===== config.mk =====
export PLATFORM = sky130hd
export DESIGN_NAME = stage_2_issue_scheduler_flat
export DESIGN_NICKNAME = d
export VERILOG_FILES = /design/src/rtl/stage_2_issue_scheduler_if.sv /design/src/rtl/stage_2_issue_scheduler.sv /design/src/flat_wrapper.sv
export SDC_FILE = /design/constraint.sdc
export NUM_CORES = 1
export LEC_CHECK = 0
export CORE_MARGIN = 8
export CORE_UTILIZATION = 50
export DETAILED_ROUTE_END_ITERATION = 8
export PLACE_DENSITY_LB_ADDON = 0.12
export RECOVER_POWER = 25
export SYNTH_ARGS = -nofsm -noshare
export SYNTH_HDL_FRONTEND = slang
export SYNTH_SLANG_ARGS = --single-unit

===== constraint.sdc =====
create_clock -name clk -period 3.67 [get_ports clk]
set_input_delay 0.734 -clock clk [delete_from_list [all_inputs] [get_ports clk]]
set_output_delay 0.734 -clock clk [all_outputs]
set_load 0.02 [all_outputs]

===== src/rtl/stage_2_issue_scheduler_if.sv =====
// Issue-scheduler bus: symbol input handshake and issue-slot output handshake.
// The slave modport is the scheduler's view; the master modport is the view of
// whatever drives symbols in and consumes issue slots.
interface stage_2_issue_scheduler_if #(
    parameter int RANGE_WIDTH  = 16,
    parameter int SYMBOL_WIDTH = 4
);
    logic                    in_valid;
    logic                    in_ready;
    logic                    in_bool;
    logic [SYMBOL_WIDTH-1:0] in_symbol;
    logic [RANGE_WIDTH-1:0]  in_fl;
    logic [RANGE_WIDTH-1:0]  in_fh;
    logic [SYMBOL_WIDTH-1:0] in_nsyms;
    logic                    in_last;
    logic                    out_valid;
    logic                    out_ready;
    logic                    out_bool_1;
    logic                    out_bool_2;
    logic [SYMBOL_WIDTH-1:0] out_symbol_1;
    logic [SYMBOL_WIDTH-1:0] out_symbol_2;
    logic [RANGE_WIDTH-1:0]  out_fl;
    logic [RANGE_WIDTH-1:0]  out_fh;
    logic [SYMBOL_WIDTH-1:0] out_nsyms;
    logic                    out_last;
    logic                    frame_done;

    modport master (
        output in_valid, in_bool, in_symbol, in_fl, in_fh, in_nsyms, in_last, out_ready,
        input  in_ready, out_valid, out_bool_1, out_bool_2, out_symbol_1, out_symbol_2,
               out_fl, out_fh, out_nsyms, out_last, frame_done
    );

    modport slave (
        input  in_valid, in_bool, in_symbol, in_fl, in_fh, in_nsyms, in_last, out_ready,
        output in_ready, out_valid, out_bool_1, out_bool_2, out_symbol_1, out_symbol_2,
               out_fl, out_fh, out_nsyms, out_last, frame_done
    );
endinterface


===== src/rtl/stage_2_issue_scheduler.sv =====
// stage_2_issue_scheduler: buffers entropy-coder symbols and packs two
// consecutive boolean symbols of the same frame into one issue slot; CDF
// symbols always issue alone. A lone bool at the head may wait up to
// PAIR_WAIT cycles for a partner.
// Optional feature macro: STAGE2_SCHED_STATS_EN adds saturating slot counters.
module stage_2_issue_scheduler #(
    parameter int RANGE_WIDTH  = 16,
    parameter int SYMBOL_WIDTH = 4,
    parameter int FIFO_DEPTH   = 4,
    parameter int PAIR_WAIT    = 3
) (
    input  logic                      clk,
    input  logic                      reset,
    stage_2_issue_scheduler_if.slave  bus
`ifdef STAGE2_SCHED_STATS_EN
    ,
    output logic [31:0]               cnt_pair,
    output logic [31:0]               cnt_single_bool,
    output logic [31:0]               cnt_cdf
`endif
);
    localparam int AW = $clog2(FIFO_DEPTH);
    localparam int CW = AW + 1;
    localparam int WW = (PAIR_WAIT > 1) ? $clog2(PAIR_WAIT) : 1;

    typedef struct packed {
        logic                    is_bool;
        logic                    last;
        logic [SYMBOL_WIDTH-1:0] symbol;
        logic [SYMBOL_WIDTH-1:0] nsyms;
        logic [RANGE_WIDTH-1:0]  fl;
        logic [RANGE_WIDTH-1:0]  fh;
    } entry_t;

    typedef enum logic [0:0] {ST_IDLE = 1'b0, ST_WAIT = 1'b1} state_t;

    entry_t                  mem_r [FIFO_DEPTH];
    logic [AW-1:0]           rd_ptr_r, wr_ptr_r;
    logic [CW-1:0]           count_r, count_next_s;
    logic                    in_ready_r;
    state_t                  state_r, state_next_s;
    logic [WW-1:0]           wait_cnt_r, wait_cnt_next_s;
    entry_t                  head_s, next_s;
    logic                    push_s, load_s, issue_s, pair_s;
    logic [1:0]              pop_cnt_s;
    logic                    out_valid_r, out_bool_1_r, out_bool_2_r, out_last_r, frame_done_r;
    logic [SYMBOL_WIDTH-1:0] out_symbol_1_r, out_symbol_2_r, out_nsyms_r;
    logic [RANGE_WIDTH-1:0]  out_fl_r, out_fh_r;

    assign head_s = mem_r[rd_ptr_r];
    assign next_s = mem_r[rd_ptr_r + AW'(1)];
    assign push_s = bus.in_valid && in_ready_r;
    assign load_s = !out_valid_r || bus.out_ready;

    // Issue decision and pairing FSM next-state: resolve the head entry when the slot register can load.
    always_comb begin
        issue_s         = 1'b0;
        pair_s          = 1'b0;
        state_next_s    = state_r;
        wait_cnt_next_s = wait_cnt_r;
        if (!load_s) begin
            state_next_s    = state_r;
            wait_cnt_next_s = wait_cnt_r;
        end else if (count_r == CW'(0)) begin
            state_next_s    = ST_IDLE;
            wait_cnt_next_s = '0;
        end else if (!head_s.is_bool || head_s.last) begin
            issue_s         = 1'b1;
            state_next_s    = ST_IDLE;
            wait_cnt_next_s = '0;
        end else if (count_r >= CW'(2)) begin
            issue_s         = 1'b1;
            pair_s          = next_s.is_bool;
            state_next_s    = ST_IDLE;
            wait_cnt_next_s = '0;
        end else if (PAIR_WAIT == 0) begin
            issue_s         = 1'b1;
            state_next_s    = ST_IDLE;
            wait_cnt_next_s = '0;
        end else if (state_r == ST_WAIT && wait_cnt_r == WW'(PAIR_WAIT - 1)) begin
            // partner never came: give up and issue the bool alone
            issue_s         = 1'b1;
            state_next_s    = ST_IDLE;
            wait_cnt_next_s = '0;
        end else begin
            state_next_s    = ST_WAIT;
            wait_cnt_next_s = (state_r == ST_WAIT) ? wait_cnt_r + WW'(1) : '0;
        end
        pop_cnt_s    = issue_s ? (pair_s ? 2'd2 : 2'd1) : 2'd0;
        count_next_s = count_r + CW'(push_s) - CW'(pop_cnt_s);
    end

    // FSM state and wait counter registers.
    always_ff @(posedge clk or negedge reset) begin
        if (!reset) begin
            state_r    <= ST_IDLE;
            wait_cnt_r <= '0;
        end else begin
            state_r    <= state_next_s;
            wait_cnt_r <= wait_cnt_next_s;
        end
    end

    // Symbol FIFO storage, pointers, occupancy and registered in_ready.
    always_ff @(posedge clk or negedge reset) begin
        if (!reset) begin
            for (int i = 0; i < FIFO_DEPTH; i++) mem_r[i] <= '0;
            rd_ptr_r   <= '0;
            wr_ptr_r   <= '0;
            count_r    <= '0;
            in_ready_r <= 1'b1;
        end else begin
            if (push_s) begin
                mem_r[wr_ptr_r] <= '{is_bool: bus.in_bool, last: bus.in_last, symbol: bus.in_symbol,
                                     nsyms: bus.in_nsyms, fl: bus.in_fl, fh: bus.in_fh};
                wr_ptr_r        <= wr_ptr_r + AW'(1);
            end
            rd_ptr_r   <= rd_ptr_r + AW'(pop_cnt_s);
            count_r    <= count_next_s;
            in_ready_r <= (count_next_s < CW'(FIFO_DEPTH));
        end
    end

    // Issue slot register: loads when empty or accepted, otherwise holds every field.
    always_ff @(posedge clk or negedge reset) begin
        if (!reset) begin
            out_valid_r    <= 1'b0;
            out_bool_1_r   <= 1'b0;
            out_bool_2_r   <= 1'b0;
            out_symbol_1_r <= '0;
            out_symbol_2_r <= '0;
            out_fl_r       <= '0;
            out_fh_r       <= '0;
            out_nsyms_r    <= '0;
            out_last_r     <= 1'b0;
        end else if (load_s) begin
            out_valid_r    <= issue_s;
            out_bool_1_r   <= issue_s && head_s.is_bool;
            out_bool_2_r   <= pair_s;
            out_symbol_1_r <= !issue_s ? '0 :
                              (head_s.is_bool ? SYMBOL_WIDTH'(head_s.symbol[0]) : head_s.symbol);
            out_symbol_2_r <= pair_s ? SYMBOL_WIDTH'(next_s.symbol[0]) : '0;
            out_fl_r       <= (issue_s && !head_s.is_bool) ? head_s.fl : '0;
            out_fh_r       <= (issue_s && !head_s.is_bool) ? head_s.fh : '0;
            out_nsyms_r    <= (issue_s && !head_s.is_bool) ? head_s.nsyms : '0;
            out_last_r     <= issue_s && (head_s.last || (pair_s && next_s.last));
        end else begin
            out_valid_r    <= out_valid_r;
        end
    end

    // End-of-frame pulse one cycle after the slot carrying last is accepted.
    always_ff @(posedge clk or negedge reset) begin
        if (!reset) begin
            frame_done_r <= 1'b0;
        end else begin
            frame_done_r <= out_valid_r && bus.out_ready && out_last_r;
        end
    end

    assign bus.in_ready     = in_ready_r;
    assign bus.out_valid    = out_valid_r;
    assign bus.out_bool_1   = out_bool_1_r;
    assign bus.out_bool_2   = out_bool_2_r;
    assign bus.out_symbol_1 = out_symbol_1_r;
    assign bus.out_symbol_2 = out_symbol_2_r;
    assign bus.out_fl       = out_fl_r;
    assign bus.out_fh       = out_fh_r;
    assign bus.out_nsyms    = out_nsyms_r;
    assign bus.out_last     = out_last_r;
    assign bus.frame_done   = frame_done_r;

`ifdef STAGE2_SCHED_STATS_EN
    logic [31:0] cnt_pair_r, cnt_single_bool_r, cnt_cdf_r;
    logic        accept_s;

    // Counter update: clear at frame end, then add this cycle's accepted slot, saturating.
    function automatic logic [31:0] stat_next(input logic [31:0] cnt, input logic clr, input logic inc);
        logic [31:0] base;
        base = clr ? 32'd0 : cnt;
        return (inc && base != 32'hFFFF_FFFF) ? base + 32'd1 : base;
    endfunction

    assign accept_s = out_valid_r && bus.out_ready;

    // Per-kind slot statistics.
    always_ff @(posedge clk or negedge reset) begin
        if (!reset) begin
            cnt_pair_r        <= 32'd0;
            cnt_single_bool_r <= 32'd0;
            cnt_cdf_r         <= 32'd0;
        end else begin
            cnt_pair_r        <= stat_next(cnt_pair_r, frame_done_r, accept_s && out_bool_2_r);
            cnt_single_bool_r <= stat_next(cnt_single_bool_r, frame_done_r,
                                           accept_s && out_bool_1_r && !out_bool_2_r);
            cnt_cdf_r         <= stat_next(cnt_cdf_r, frame_done_r, accept_s && !out_bool_1_r);
        end
    end

    assign cnt_pair        = cnt_pair_r;
    assign cnt_single_bool = cnt_single_bool_r;
    assign cnt_cdf         = cnt_cdf_r;
`endif
endmodule


===== src/flat_wrapper.sv =====
// flat-port wrapper written by rule: the top's interface ports become plain ports
module stage_2_issue_scheduler_flat 
#(
    parameter int RANGE_WIDTH  = 16,
    parameter int SYMBOL_WIDTH = 4,
    parameter int FIFO_DEPTH   = 4,
    parameter int PAIR_WAIT    = 3
)
  (clk, reset, bus_in_valid, bus_in_bool, bus_in_symbol, bus_in_fl, bus_in_fh, bus_in_nsyms, bus_in_last, bus_out_ready, bus_in_ready, bus_out_valid, bus_out_bool_1, bus_out_bool_2, bus_out_symbol_1, bus_out_symbol_2, bus_out_fl, bus_out_fh, bus_out_nsyms, bus_out_last, bus_frame_done);
  stage_2_issue_scheduler_if #(.RANGE_WIDTH(RANGE_WIDTH), .SYMBOL_WIDTH(SYMBOL_WIDTH)) bus_i ();
  input  logic clk;
  input  logic reset;
  input wire logic [$bits(bus_i.in_valid)-1:0] bus_in_valid;
  input wire logic [$bits(bus_i.in_bool)-1:0] bus_in_bool;
  input wire logic [$bits(bus_i.in_symbol)-1:0] bus_in_symbol;
  input wire logic [$bits(bus_i.in_fl)-1:0] bus_in_fl;
  input wire logic [$bits(bus_i.in_fh)-1:0] bus_in_fh;
  input wire logic [$bits(bus_i.in_nsyms)-1:0] bus_in_nsyms;
  input wire logic [$bits(bus_i.in_last)-1:0] bus_in_last;
  input wire logic [$bits(bus_i.out_ready)-1:0] bus_out_ready;
  output wire logic [$bits(bus_i.in_ready)-1:0] bus_in_ready;
  output wire logic [$bits(bus_i.out_valid)-1:0] bus_out_valid;
  output wire logic [$bits(bus_i.out_bool_1)-1:0] bus_out_bool_1;
  output wire logic [$bits(bus_i.out_bool_2)-1:0] bus_out_bool_2;
  output wire logic [$bits(bus_i.out_symbol_1)-1:0] bus_out_symbol_1;
  output wire logic [$bits(bus_i.out_symbol_2)-1:0] bus_out_symbol_2;
  output wire logic [$bits(bus_i.out_fl)-1:0] bus_out_fl;
  output wire logic [$bits(bus_i.out_fh)-1:0] bus_out_fh;
  output wire logic [$bits(bus_i.out_nsyms)-1:0] bus_out_nsyms;
  output wire logic [$bits(bus_i.out_last)-1:0] bus_out_last;
  output wire logic [$bits(bus_i.frame_done)-1:0] bus_frame_done;
  assign bus_i.in_valid = bus_in_valid;
  assign bus_i.in_bool = bus_in_bool;
  assign bus_i.in_symbol = bus_in_symbol;
  assign bus_i.in_fl = bus_in_fl;
  assign bus_i.in_fh = bus_in_fh;
  assign bus_i.in_nsyms = bus_in_nsyms;
  assign bus_i.in_last = bus_in_last;
  assign bus_i.out_ready = bus_out_ready;
  assign bus_in_ready = bus_i.in_ready;
  assign bus_out_valid = bus_i.out_valid;
  assign bus_out_bool_1 = bus_i.out_bool_1;
  assign bus_out_bool_2 = bus_i.out_bool_2;
  assign bus_out_symbol_1 = bus_i.out_symbol_1;
  assign bus_out_symbol_2 = bus_i.out_symbol_2;
  assign bus_out_fl = bus_i.out_fl;
  assign bus_out_fh = bus_i.out_fh;
  assign bus_out_nsyms = bus_i.out_nsyms;
  assign bus_out_last = bus_i.out_last;
  assign bus_frame_done = bus_i.frame_done;
  stage_2_issue_scheduler #(.RANGE_WIDTH(RANGE_WIDTH), .SYMBOL_WIDTH(SYMBOL_WIDTH), .FIFO_DEPTH(FIFO_DEPTH), .PAIR_WAIT(PAIR_WAIT)) u_core (.clk(clk), .reset(reset), .bus(bus_i));
endmodule

==> results of run 1 <==
worst paths after layout:
check,startpoint,end,slack [ps]
setup / recovery,u_core.rd_ptr_r[1],u_core.count_r[2],730
hold / removal,reset,u_core.wait_cnt_r[1],250
setup reg to reg,u_core.rd_ptr_r[1],u_core.count_r[2],730
hold reg to reg,u_core.bus.out_symbol_2[0],u_core.bus.out_symbol_2[0],490
max in group asynchronous,reset,u_core.bus.out_fh[0],2490
min in group clk,u_core.bus.out_symbol_2[0],u_core.bus.out_symbol_2[0],490
worst max-delay path: stages (launching register included):
cell	delay [ps]
dfrtp_2	400
buf_4	340
mux4_2	580
nand3_1	140
o211ai_2	130
xnor2_1	190
ha_1	170
inv_1	50
fa_1	380
xnor2_1	180
xor2_1	220
inv_1	60
state kept, by name, summed over array words and instances, names as in the netlist:
signal,count
u_core.mem_r,168
u_core.bus.out_fh,16
u_core.bus.out_fl,16
u_core.bus.out_nsyms,4
u_core.bus.out_symbol_1,4
u_core.count_r,3
u_core.rd_ptr_r,2
u_core.wait_cnt_r,2
u_core.wr_ptr_r,2
u_core.bus.frame_done,1
u_core.bus.in_ready,1
u_core.bus.out_bool_1,1
u_core.bus.out_bool_2,1
u_core.bus.out_last,1
u_core.bus.out_symbol_2,1
u_core.bus.out_valid,1
u_core.state_r,1
power breakdown:
group / total, mW / internal (mW) / switching (mW)
Sequential: 4.28 / 3.67 / 0.606
Clock: 2.19 / 1.25 / 0.932
Combinational: 4.14 / 2.37 / 1.77
Total: 10.6 / 7.30 / 3.31
cells in the mapped netlist (2+ instances only):
cell type	instances
buf_1	13
nor2b_1	3
and3_1	2
nand2_1	15
nand2b_1	2
dfrtp_1	224
ha_1	7
a21oi_1	2
mux2i_1	2
clkbuf_1	11
buf_2	10
a22o_1	39
nand3_1	3
inv_1	7
nor2_1	4
xnor2_1	4
buf_4	5
o21ai_0	10
mux2_2	169
mux4_2	43
layer usage:
metal  part of all wire, %  vias up
met3                   4.0       27
met2                    50       93
met1                    44     2926
li1                      -     2399
met4                   1.5        2
met5                 0.049        -
cell families (layout without fill, tap and decap cells):
logic type,after synthesis,count (layout)
simple gates,35,35
mux,214,214
compound gates,57,57
xor+xnor,5,5
other cells,1,3
buf+inv,47,161
flops,225,225
fa+ha+maj,8,8
final cells by class:
type | instances | share of cell area, %
well taps | 234 | 2.554
multi-input cells | 322 | 32.39
flip-flops and latches | 225 | 49.18
inverters | 7 | 0.2292
clock inverters | 5 | 0.3166
clock buffers | 37 | 5.840
repair buffers | 112 | 9.497
==> results.yml, run 1 <==
outcome:
  status: "completed"
synthesis:
  synthXorXnorAreaFrac_pct: 0.4597
  ys.flop_type: "dfrtp_1"
  synth_area_leaders: "dfrtp_1 (59%), mux2_2 (20%), mux4_2 (10%)"
  synth.distinct_cells: 37
  synth.cell_area_sq_um: 9527
  synth_top_area_share_pct: 58.84
  postSynthAreaPerCell_sq_um: 16.09
  synth-async-reset-ratio_pct: 100.0
  synth_edf_count: 0
  synth.area.mux_share_pct: 30.35
  synthCells: 592
  synth_top_family_by_area: "multiplexers"
  yosys_warnings: 0
  ys_seq_elements: 225
  seq_area_frac_synth_pct: 59.11
  synth_area_leader_cell: "dfrtp_1"
  synth-compound-area-share_pct: 4.781
  yosys.area_share.simple_pct: 1.865
  synth_fa_ha_area_share_pct: 1.129
timing:
  fin_setup_tns_ps: 0
  fin_skew_ps: 6.456
  drv_slew: 0
  tightest_slew_ps: 841.5
  hold_violations: 0
  max_freq_mhz: 340.3
  setup_ws_ps: 731.4
  timing.hold.ws_ps: 253.7
  rsz0062_at_grt: "no"
  timing.final.crit_share_pct: 80.07
  slew-limit-headroom_pct: 43.90
  final.min_clock_period_ps: 2939
  setup_viol: 0
layout:
  drive_above_1_share_pct: 39.12
  finalNonFillerCells: 942
  nFillCells: 1409
  fin_nets: 746
  design_area_sq_um: 11460
  n_antenna_cell: 0
  layout_common_cells: "dfrtp_1 (222), mux2_2 (169), clkdlybuf4s50_1 (90)"
  area_growth_pct: 20.32
  fin_util_pct: 61.28
  final_common_cell: "dfrtp_1"
  multiInputGateArea_sq_um: 3712
  ff_latch_area_sq_um: 5637
critical_path:
  start_kind: "flip-flop"
  cp.arrival_ps: 3330
  crit_required_ps: 4060
  worstPathMaxFanout: 20
  critical_path_class: "reg2reg"
  ff2ff_path_depth: 11
  endpoint_kind: "flip-flop"
drt:
  drtPass1Iterations: 4
  dr.first_iter.drc_count: 221
  wl_per_cell_um: 21.66
  dr_total_vias: 5447
  vias_per_cell: 5.782
  antenna_left: 0
  drc: 0
  routed_wl_um: 20410
grt:
  grtUsageMet2_pct: 30.05
  grt-busiest-layer: "met2"
  grt_max_degree: 110
  grtUsageTotal_pct: 17.52
  grt_overflow: 0
  gr-usage-met1_pct: 22.74
  grt_pass1_wl_um: 33270
  grt_pass1_vias: 6087
  use_met3_pct: 3.363
  antenna_found_initial: 1
placed_design:
  dp_cells: 900
  placed_area_sq_um: 10760
  pre_cts_ws_ps: 526.7
  numPortBuffers: 92
  dp_hpwl_um: 12680
  gp_congestion: 0.7739
floorplanning:
  die_y_um: 154.0
  start_util_pct: 50.93
  dieArea_sq_um: 23730
  rows: 50
  core-area_sq_um: 18710
  ios: 96
  fp.dieW_um: 154.0
power:
  powerDensity_nw_per_um2: 925.5
  p_leak_nw: 4.967
  power_mw: 10.61
  vdd_drop_max_mv: 0.4157
worst_hold_path:
  hp-class: "in2async"
cts:
  tritoncts: "yes"
  numCtsBuffers: 24
  holdBufCountCts: 0
  cts_max_level: 1
  clockRootBuffer: "clkbuf_16"
  clock-sinks: 225
  ctsResizeCount: 0
  clk_pin_slew_worst_paths_ps: 60
  post_cts_buffers: 0
  clock_latency_ps: 510
  cts_max_path_buffers: 3
job:
  cap_violations: 0
Note: power is estimated with default switching activity, not from simulation.
==> run 2: changes to the inputs <==
- clock period: 3.67 -> 2.7 ns (I/O delays scaled with it)
==> run 2 against run 1 <==
- worst setup slack worse by 690 ps
- critical endpoint unchanged
- critical path type unchanged
- via count about the same
- global-route usage about the same
- combinational power up 42%
- fmax up 11%
- utilization up 1.2 points
- wire length up 0.46%
- register-to-register slack worse by 690 ps
- die area unchanged
- sequential share of layout area down 0.91 points
- clock-buffer cell count unchanged
- worst hold slack worse by 200 ps
==> results.yml, run 2 (synthesis gave the netlist of run 1 again) <==
layout:
  largest_reg_flops: 168
  fin_nets: 756
  final_common_cell: "dfrtp_1"
  largest-register: "u_core.mem_r"
  layout_common_cells: "dfrtp_1 (222), mux2_2 (169), clkdlybuf4s50_1 (90)"
  drive_above_1_share_pct: 41.17
  n_antenna_cell: 0
  design_area_sq_um: 11680
  area_growth_pct: 22.58
  finalNonFillerCells: 953
floorplanning:
  ios: 96
  start_util_pct: 50.93
  fp.dieW_um: 154.0
  die_y_um: 154.0
  core-area_sq_um: 18710
  rows: 50
  dieArea_sq_um: 23730
power:
  power_frac_seq_pct: 39.1
  vdd_drop_max_mv: 0.7159
  p_leak_nw: 5.091
  power.share.switching_pct: 30.59
  power_frac_comb_pct: 39.4
  p_sw_mw: 4.558
  intPower_mw: 10.34
  powerDensity_nw_per_um2: 1276
  pwr-share-clk_pct: 21.5
timing:
  final.min_clock_period_ps: 2658
  setup_ws_ps: 41.61
  fin_skew_ps: 12.32
  slew-limit-headroom_pct: 6.667
  tightest_slew_ps: 1400
  max_freq_mhz: 376.2
  fin_setup_tns_ps: 0
  setup_viol: 0
  timing.final.crit_share_pct: 98.46
  rsz0062_at_grt: "yes"
  hold_violations: 0
  drv_slew: 0
critical_path:
  rr_startpoint: "u_core.rd_ptr_r[0]"
  slowest_delay_ps: 540
  path_delay_family: "multiplexers"
  startpoint: "u_core.rd_ptr_r[0]"
  critical_path_class: "reg2reg"
  crit_buf_inv: 2
  start_kind: "flip-flop"
  crit_chain: "mux4_2 > or3b_4 > o211ai_2 > xnor2_1 > ha_1 > inv_1 > fa_2 > xnor2_2 > xor2_1 > inv_1"
  crit_required_ps: 3090
  cp_slowest_cell: "mux4_2"
  cp.arrival_ps: 3040
  endpoint_kind: "flip-flop"
  worstPathMaxFanout: 4
  cp_common_cell: "inv_1"
cts:
  clockRootBuffer: "clkbuf_16"
  numCtsBuffers: 24
  clk_pin_slew_worst_paths_ps: 60
  clock_latency_ps: 510
  cts_max_path_buffers: 3
  cts_max_level: 1
  clock-sinks: 225
  tritoncts: "yes"
  holdBufCountCts: 0
outcome:
  status: "completed"
drt:
  drtPass1Iterations: 4
  vias_per_cell: 5.720
  dr.first_iter.drc_count: 242
  routed_wl_um: 20500
  dr_total_vias: 5451
  wl_per_cell_um: 21.51
  antenna_left: 0
  drc: 0
worst_hold_path:
  hp-class: "in2async"
placed_design:
  dp_hpwl_um: 12630
  dp_cells: 907
  numPortBuffers: 92
  gp_congestion: 0.7775
  pre_cts_ws_ps: -182.9
  placed_area_sq_um: 10870
grt:
  grt_max_degree: 89
  grt_pass1_wl_um: 33260
  grt_overflow: 0
  grtUsageTotal_pct: 17.52
  antenna_found_initial: 1
  grt_pass1_vias: 6027
job:
  cap_violations: 0
## run 2: cell count changes in the layout (fill, tap and decap cells not counted), sizes merged
cell and change:
buf +9, bufinv +1, clkbuf +1
## run 2: stage by stage
| step | util, % | power, mW | hold WS, ps |
|---|---|---|---|
| after global placement | 58.12 | 11.45 | 463.7 |
| after detailed placement | 58.12 | 11.75 | 464.0 |
| after CTS | 62.43 | 15.06 | 75.83 |
| after global routing | 62.43 | 15.76 | 89.14 |
| final | 62.43 | 14.90 | 50.99 |
| after floorplan | - | 9.803 | 244.4 |
## run 2: area by class of cell
type / count / area [sq um]
Sequential cell: 225 / 5637
Clock buffer: 37 / 719.4
Timing Repair Buffer: 122 / 1211
Clock inverter: 6 / 66.31
Fill cell: 1386 / 7028
Tap cell: 234 / 292.8
Multi-Input combinational cell: 322 / 3725
Inverter: 7 / 26.28
## run 2: layer usage
layer	vias up	part of all wire [%]	routed length (um)	track usage, %
li1	2412	-	-	-
met5	-	0.063	13	0
met1	2908	45	9155	23.23
met3	30	4.0	824	3.279
met4	2	1.7	342	4.013
met2	99	50	10160	29.44
## run 2: final timing paths
check                      cells past startpoint  slack, ps               endpoint
min in group clk                               2        480  u_core.bus.out_bool_2
setup reg to reg                              10         40      u_core.count_r[2]
max in group asynchronous                      2        850       u_core.mem_r[44]
hold / removal                                 1         50       u_core.mem_r[76]
hold reg to reg                                2        480  u_core.bus.out_bool_2
setup / recovery                              10         40      u_core.count_r[2]
## run 2: timing repair
item | in CTS | in global routing
setup buffers | 1 | 2
endpoints found under the setup margin | 2 | 2
resized for setup | 3 | 0
pin swaps | 2 | 2
## run 2: power groups by stage
stage | combinational (mW) | clock, mW | sequential, mW
floorplan | 3.95 | 0 | 5.85
global placement | 5.71 | 0 | 5.74
detailed placement | 5.88 | 0 | 5.88
CTS | 5.96 | 3.28 | 5.82
global route | 6.35 | 3.41 | 6.01
finish | 5.87 | 3.20 | 5.83
## run 2: worst register-to-register path, delay by kind of cell, from the launching register on
kind	cells	cell delay (ps)
flip-flops	1	410
multiplexers	1	540
adder cells (fa/ha/maj)	2	510
AND/OR/NAND/NOR	1	400
buffers and inverters	2	110
XOR/XNOR	3	490
AO/OA/AOI/OAI	1	90
